===== src/rtl/counter_drv_pkg.sv =====
// Shared types and default widths for the counter command driver slice.
package counter_drv_pkg;
  localparam int unsigned CNT_W = 8;
  localparam int unsigned LEN_W = 8;

  typedef enum logic [1:0] {
    HOLD = 2'b00,
    LOAD = 2'b01,
    UP   = 2'b10,
    DOWN = 2'b11
  } cmd_op_e;

  typedef enum logic [1:0] {
    IDLE  = 2'b00,
    DRIVE = 2'b01,
    DONE  = 2'b10
  } drv_state_e;
endpackage


===== src/rtl/counter_cmd_driver_if.sv =====
// Command handshake between the test/control sequencer and the counter driver.
interface counter_cmd_driver_if
  import counter_drv_pkg::*;
#(
  parameter int unsigned WIDTH = CNT_W,
  parameter int unsigned LEN_W = counter_drv_pkg::LEN_W
);
  logic             cmd_valid;
  logic             cmd_ready;
  cmd_op_e          cmd_op;
  logic [WIDTH-1:0] cmd_arg;
  logic [LEN_W-1:0] cmd_len;

  modport master (output cmd_valid, cmd_op, cmd_arg, cmd_len, input cmd_ready);
  modport slave  (input cmd_valid, cmd_op, cmd_arg, cmd_len, output cmd_ready);
endinterface


===== src/rtl/counter_shadow_model.sv =====
// Shadow copy of the counter plus registered comparison against its feedback.
module counter_shadow_model
  import counter_drv_pkg::*;
#(
  parameter int unsigned WIDTH = CNT_W
) (
  input  logic             clk,
  input  logic             rst_n,
  input  logic             ld_en,
  input  logic             en,
  input  logic             updwn,
  input  logic [WIDTH-1:0] datain,
  input  logic [WIDTH-1:0] fb_count,
  input  logic             err_clr,
  output logic [WIDTH-1:0] exp_count,
  output logic             exp_valid,
  output logic             mismatch,
  output logic             err_sticky
);

  // Same priority as the counter: load beats count, wrap is modulo 2^WIDTH.
  always_ff @(posedge clk or negedge rst_n) begin
    if (!rst_n) begin
      exp_count <= '0;
      exp_valid <= 1'b0;
    end else if (ld_en) begin
      exp_count <= datain;
      exp_valid <= 1'b1;
    end else if (en) begin
      exp_count <= updwn ? exp_count + WIDTH'(1) : exp_count - WIDTH'(1);
    end
  end

  always_ff @(posedge clk or negedge rst_n) begin
    if (!rst_n) begin
      mismatch   <= 1'b0;
      err_sticky <= 1'b0;
    end else begin
      mismatch <= exp_valid && (fb_count != exp_count);
      if (mismatch)
        err_sticky <= 1'b1;
      else if (err_clr)
        err_sticky <= 1'b0;
    end
  end

endmodule


===== src/rtl/counter_cmd_driver.sv =====
// Turns HOLD/LOAD/UP/DOWN commands into cycle-exact counter drive and checks the result.
module counter_cmd_driver
  import counter_drv_pkg::*;
#(
  parameter int unsigned WIDTH = CNT_W,
  parameter int unsigned LEN_W = counter_drv_pkg::LEN_W
) (
  input  logic                 clk,
  input  logic                 rst_n,
  counter_cmd_driver_if.slave  cmd,
  output logic                 ld_en,
  output logic                 en,
  output logic                 updwn,
  output logic [WIDTH-1:0]     datain,
  input  logic [WIDTH-1:0]     fb_count,
  output logic                 busy,
  output logic                 done,
  output logic [WIDTH-1:0]     exp_count,
  output logic                 exp_valid,
  output logic                 mismatch,
  output logic                 err_sticky,
  input  logic                 err_clr
);

  drv_state_e       state;
  logic [LEN_W-1:0] rem;

  assign cmd.cmd_ready = (state == IDLE);
  assign busy          = (state != IDLE);
  assign done          = (state == DONE);

  // rem counts drive cycles still to come after the current one.
  always_ff @(posedge clk or negedge rst_n) begin
    if (!rst_n) begin
      state  <= IDLE;
      rem    <= '0;
      ld_en  <= 1'b0;
      en     <= 1'b0;
      updwn  <= 1'b0;
      datain <= '0;
    end else begin
      case (state)
        IDLE: begin
          if (cmd.cmd_valid) begin
            if (cmd.cmd_op == LOAD) begin
              state  <= DRIVE;
              rem    <= '0;
              ld_en  <= 1'b1;
              datain <= cmd.cmd_arg;
            end else if (cmd.cmd_len == '0) begin
              state <= DONE;
            end else begin
              state <= DRIVE;
              rem   <= cmd.cmd_len - 1'b1;
              en    <= (cmd.cmd_op != HOLD);
              if (cmd.cmd_op != HOLD)
                updwn <= (cmd.cmd_op == UP);
            end
          end
        end
        DRIVE: begin
          if (rem == '0) begin
            state <= DONE;
            ld_en <= 1'b0;
            en    <= 1'b0;
          end else begin
            rem <= rem - 1'b1;
          end
        end
        DONE:    state <= IDLE;
        default: state <= IDLE;
      endcase
    end
  end

  counter_shadow_model #(.WIDTH(WIDTH)) u_shadow (
    .clk        (clk),
    .rst_n      (rst_n),
    .ld_en      (ld_en),
    .en         (en),
    .updwn      (updwn),
    .datain     (datain),
    .fb_count   (fb_count),
    .err_clr    (err_clr),
    .exp_count  (exp_count),
    .exp_valid  (exp_valid),
    .mismatch   (mismatch),
    .err_sticky (err_sticky)
  );

endmodule


===== src/flat_wrapper.sv =====
// flat-port wrapper written by rule: the top's interface ports become plain ports
module counter_cmd_driver_flat import counter_drv_pkg::*;
#(
  parameter int unsigned WIDTH = CNT_W,
  parameter int unsigned LEN_W = counter_drv_pkg::LEN_W
)
  (clk, rst_n, ld_en, en, updwn, datain, fb_count, busy, done, exp_count, exp_valid, mismatch, err_sticky, err_clr, cmd_cmd_valid, cmd_cmd_op, cmd_cmd_arg, cmd_cmd_len, cmd_cmd_ready);
  counter_cmd_driver_if #(.WIDTH(WIDTH), .LEN_W(LEN_W)) cmd_i ();
  input  logic clk;
  input  logic rst_n;
  output logic ld_en;
  output logic en;
  output logic updwn;
  output logic [WIDTH-1:0] datain;
  input  logic [WIDTH-1:0] fb_count;
  output logic busy;
  output logic done;
  output logic [WIDTH-1:0] exp_count;
  output logic exp_valid;
  output logic mismatch;
  output logic err_sticky;
  input  logic err_clr;
  input wire logic [$bits(cmd_i.cmd_valid)-1:0] cmd_cmd_valid;
  input wire logic [$bits(cmd_i.cmd_op)-1:0] cmd_cmd_op;
  input wire logic [$bits(cmd_i.cmd_arg)-1:0] cmd_cmd_arg;
  input wire logic [$bits(cmd_i.cmd_len)-1:0] cmd_cmd_len;
  output wire logic [$bits(cmd_i.cmd_ready)-1:0] cmd_cmd_ready;
  assign cmd_i.cmd_valid = cmd_cmd_valid;
  assign cmd_i.cmd_op = cmd_cmd_op;
  assign cmd_i.cmd_arg = cmd_cmd_arg;
  assign cmd_i.cmd_len = cmd_cmd_len;
  assign cmd_cmd_ready = cmd_i.cmd_ready;
  counter_cmd_driver #(.WIDTH(WIDTH), .LEN_W(LEN_W)) u_core (.clk(clk), .rst_n(rst_n), .cmd(cmd_i), .ld_en(ld_en), .en(en), .updwn(updwn), .datain(datain), .fb_count(fb_count), .busy(busy), .done(done), .exp_count(exp_count), .exp_valid(exp_valid), .mismatch(mismatch), .err_sticky(err_sticky), .err_clr(err_clr));
endmodule

===== config.mk =====
export PLATFORM = sky130hd
export DESIGN_NAME = counter_cmd_driver_flat
export DESIGN_NICKNAME = d
export VERILOG_FILES = /design/src/rtl/counter_drv_pkg.sv /design/src/rtl/counter_cmd_driver_if.sv /design/src/rtl/counter_shadow_model.sv /design/src/rtl/counter_cmd_driver.sv /design/src/flat_wrapper.sv
export SDC_FILE = /design/constraint.sdc
export NUM_CORES = 1
export LEC_CHECK = 0
export CAP_MARGIN = 30
export CORE_ASPECT_RATIO = 1.5
export CORE_MARGIN = 10
export CORE_UTILIZATION = 40
export CTS_BUF_LIST = sky130_fd_sc_hd__clkbuf_4 sky130_fd_sc_hd__clkbuf_8
export CTS_CLUSTER_DIAMETER = 200
export CTS_CLUSTER_SIZE = 14
export DETAILED_ROUTE_END_ITERATION = 6
export HOLD_SLACK_MARGIN = 0.12
export PLACE_DENSITY = 0.76
export SETUP_SLACK_MARGIN = 0.02
export SYNTH_ARGS = -nofsm -noshare
export SYNTH_HDL_FRONTEND = slang
export SYNTH_SLANG_ARGS = --single-unit

===== constraint.sdc =====
create_clock -name clk -period 3.5 [get_ports clk]
set_clock_uncertainty 0.1 [all_clocks]
set_input_delay 0.7 -clock clk [delete_from_list [all_inputs] [get_ports clk]]
set_output_delay 0.7 -clock clk [all_outputs]
set_load 0.1 [all_outputs]

==> flow_summary.json <==
{
  "timing.rr.start": "u_core.updwn",
  "startpoint_type": "input port",
  "fin_nets": 311,
  "synth_area_leaders": "dfrtp_1 (39%), xor2_1 (5.6%), ha_1 (5.5%)",
  "numCtsBuffers": 5,
  "drt_wl_total_microns": 5200,
  "rows": 31,
  "crit_fanout": 17,
  "yosysTopAreaCellShare": 0.394,
  "fmax_ghz": 0.376,
  "post-route-period-util": 0.760,
  "regArea_sq_um": 801,
  "grt-ovfl-total": 0,
  "cp_slowest_cell": "o211ai_2",
  "synth_most_common_cell": "dfrtp_1",
  "end_kind": "flip-flop",
  "fillCellCount": 472,
  "cts_buffer_depth": 2,
  "synth_common_cells": "dfrtp_1 (32), nor2_1 (21), a21oi_1 (15)",
  "yosysSeqAreaShare": 0.394,
  "cts_hold_buf": 0,
  "path_clk_slew_ns": 0.07,
  "multi_input_area_sq_um": 1150,
  "post_cts_buffers": 0,
  "coreArea_sq_um": 4890,
  "leakage_nw": 1.18,
  "hold_viol": 0,
  "pre_cts_ws_ns": 0.554,
  "gp_congestion": 0.904,
  "synth_fp_nets": 255,
  "hp-class": "flip-flop to flip-flop",
  "ctsResizeCount": 0,
  "rrSetupSlack_ns": 1.06,
  "r2r_end": "u_core.u_shadow.exp_count[7]",
  "status": "finished clean",
  "finalSetupViolCount": 0,
  "cp_num_buf_inv": 2,
  "mappedNetlistArea_sq_um": 2030,
  "synth_edf_count": 0,
  "maxSlewViolCount": 0,
  "via_count": 1809,
  "crit_end": "u_core.rem[6]",
  "yosysUniqueCellTypes": 49,
  "drc_errors": 0,
  "routed_via_density": 5.35,
  "die_area_sq_um": 8400,
  "dr.pass1.iters": 4,
  "hpwl_microns": 4110,
  "die_h_microns": 107,
  "power.density_nw_per_um2": 1020,
  "drt_iter0_drc": 129,
  "synthArstFlopShare": 1.00,
  "synth-seq-cells": 32,
  "ys.flop_type": "dfrtp_1",
  "drtAntennaViolNets": 0,
  "crit_arrival_ns": 2.73,
  "cp_top_family": "compound AO/OA/AOI/OAI gates",
  "setup_slack_ns": 0.840,
  "drive_above_1_share": 0.180,
  "area_delta_synth_final_pct": 31.0,
  "cts_root_buf": "clkbuf_8",
  "startpoint": "cmd_cmd_len[0]",
  "crit_type": "input port to flip-flop",
  "ir_drop_mv": 0.313,
  "place_inst": 330,
  "synth_top_area_cell": "dfrtp_1",
  "total_power_w": 0.00272,
  "cts_sinks": 32,
  "fin_crit_ns": 2.66,
  "diodes": 0,
  "tritoncts": "yes",
  "rsz0062_at_grt": "false",
  "h-tree-depth": 2,
  "routedWlPerCell_microns": 15.4,
  "cap_violations": 0,
  "die_w_microns": 78.2,
  "worstMarginPinSlew_ns": 0.635,
  "grt_max_degree": 33,
  "grt_pass1_wl_microns": 8650,
  "rr_worst_depth": 7,
  "syn_inst": 215,
  "cp_cell_sequence": "clkdlybuf4s50_1 -> inv_1 -> ha_1 -> nor2b_1 -> a41oi_1 -> o211ai_2 -> o21ba_1 -> o32a_1",
  "clk_latency_ns": 0.29,
  "maxSlewHeadroom": 0.575,
  "avgSynthCellArea_sq_um": 9.46,
  "initial_core_util": 0.416,
  "pin_count": 55,
  "cpPeakStageDelay_ns": 0.56,
  "antenna_found_initial": 0,
  "grt_util_all_layers": 0.126,
  "required_ns": 3.57,
  "fin_cells": 338,
  "cp_num_cells": 8,
  "grt_pass1_vias": 1844,
  "ys_warn_count": 0,
  "port_buffers": 54,
  "tns_ns": 0
}
-- worst min-delay path by stage --
stage,start,to,slack [ns],cells past startpoint
floorplan,rst_n,u_core.datain[0],0.30,0
global placement,u_core.u_shadow.mismatch,u_core.u_shadow.err_sticky,0.36,1
detailed placement,u_core.u_shadow.mismatch,u_core.u_shadow.err_sticky,0.36,1
CTS,u_core.u_shadow.mismatch,u_core.u_shadow.err_sticky,0.37,1
global route,u_core.u_shadow.mismatch,u_core.u_shadow.err_sticky,0.41,1
finish,u_core.u_shadow.mismatch,u_core.u_shadow.err_sticky,0.36,1
-- report_power, final --
part | leakage, nW | internal (W) | switching [W]
Combinational | 0.744 | 0.000558 | 0.00116
Sequential | 0.390 | 0.000513 | 0.000195
Clock | 0.0510 | 0.000157 | 0.000137
Total | 1.18 | 0.00123 | 0.00149
-- through the flow --
step / hold WS (ns) / util / cell area (sq um)
4_1_cts: 0.373 / 0.545 / 2670
3_3_place_gp: 0.356 / 0.526 / 2570
3_5_place_dp: 0.358 / 0.526 / 2570
6_report: 0.363 / 0.545 / 2670
2_1_floorplan: 0.304 / - / 2040
5_1_grt: 0.406 / 0.545 / 2670
-- routing by layer --
metal	routed length [microns]	share of wire	GRT usage
met5	0	0	0
met4	73	0.014	0.0424
met3	259	0.050	0.0326
met2	2660	0.51	0.231
met1	2210	0.42	0.136
-- state kept, by name (all words and copies together) (netlist names) --
| signal | count |
|---|---|
| u_core.datain | 8 |
| u_core.rem | 8 |
| u_core.u_shadow.exp_count | 8 |
| u_core.state | 2 |
| u_core.en | 1 |
| u_core.ld_en | 1 |
| u_core.u_shadow.err_sticky | 1 |
| u_core.u_shadow.exp_valid | 1 |
| u_core.u_shadow.mismatch | 1 |
| u_core.updwn | 1 |
-- placed cells by master (no fill, tap or decap), types with 3 or more instances in the layout --
cell             Yosys  final
dfrtp_1             32     32
clkdlybuf4s50_1      0     29
buf_4                0     26
nor2_1              21     20
a21oi_1             15     15
inv_1               13     13
xor2_1              13     13
o21ai_0             13     13
nand2_1             12     12
ha_1                 9      9
mux2_2               8      8
nand3_1              7      7
clkbuf_8             0      6
nor4_1               5      5
nor3_1               5      5
xnor2_1              5      5
mux2i_1              4      4
or3_1                3      3
a21o_1               3      3
-- final cells by class --
type,count,share of cell area
clock buffers,6,0.0310
clock inverters,2,0.00376
inverters,13,0.0183
multi-input cells,164,0.433
flip-flops and latches,32,0.300
well taps,66,0.0310
repair buffers,55,0.182
-- logic make-up (layout without fill, tap and decap cells) --
kind of cell    count (synthesis)  after routing  synth area share
simple gates                   66             66             0.167
compound gates                 58             58             0.192
flops                          32             32             0.394
buf+inv                        19             76            0.0400
xor+xnor                       18             18            0.0775
mux                            12             12            0.0640
fa+ha+maj                      10             10            0.0652
Power figures use the tool's default switching activity.
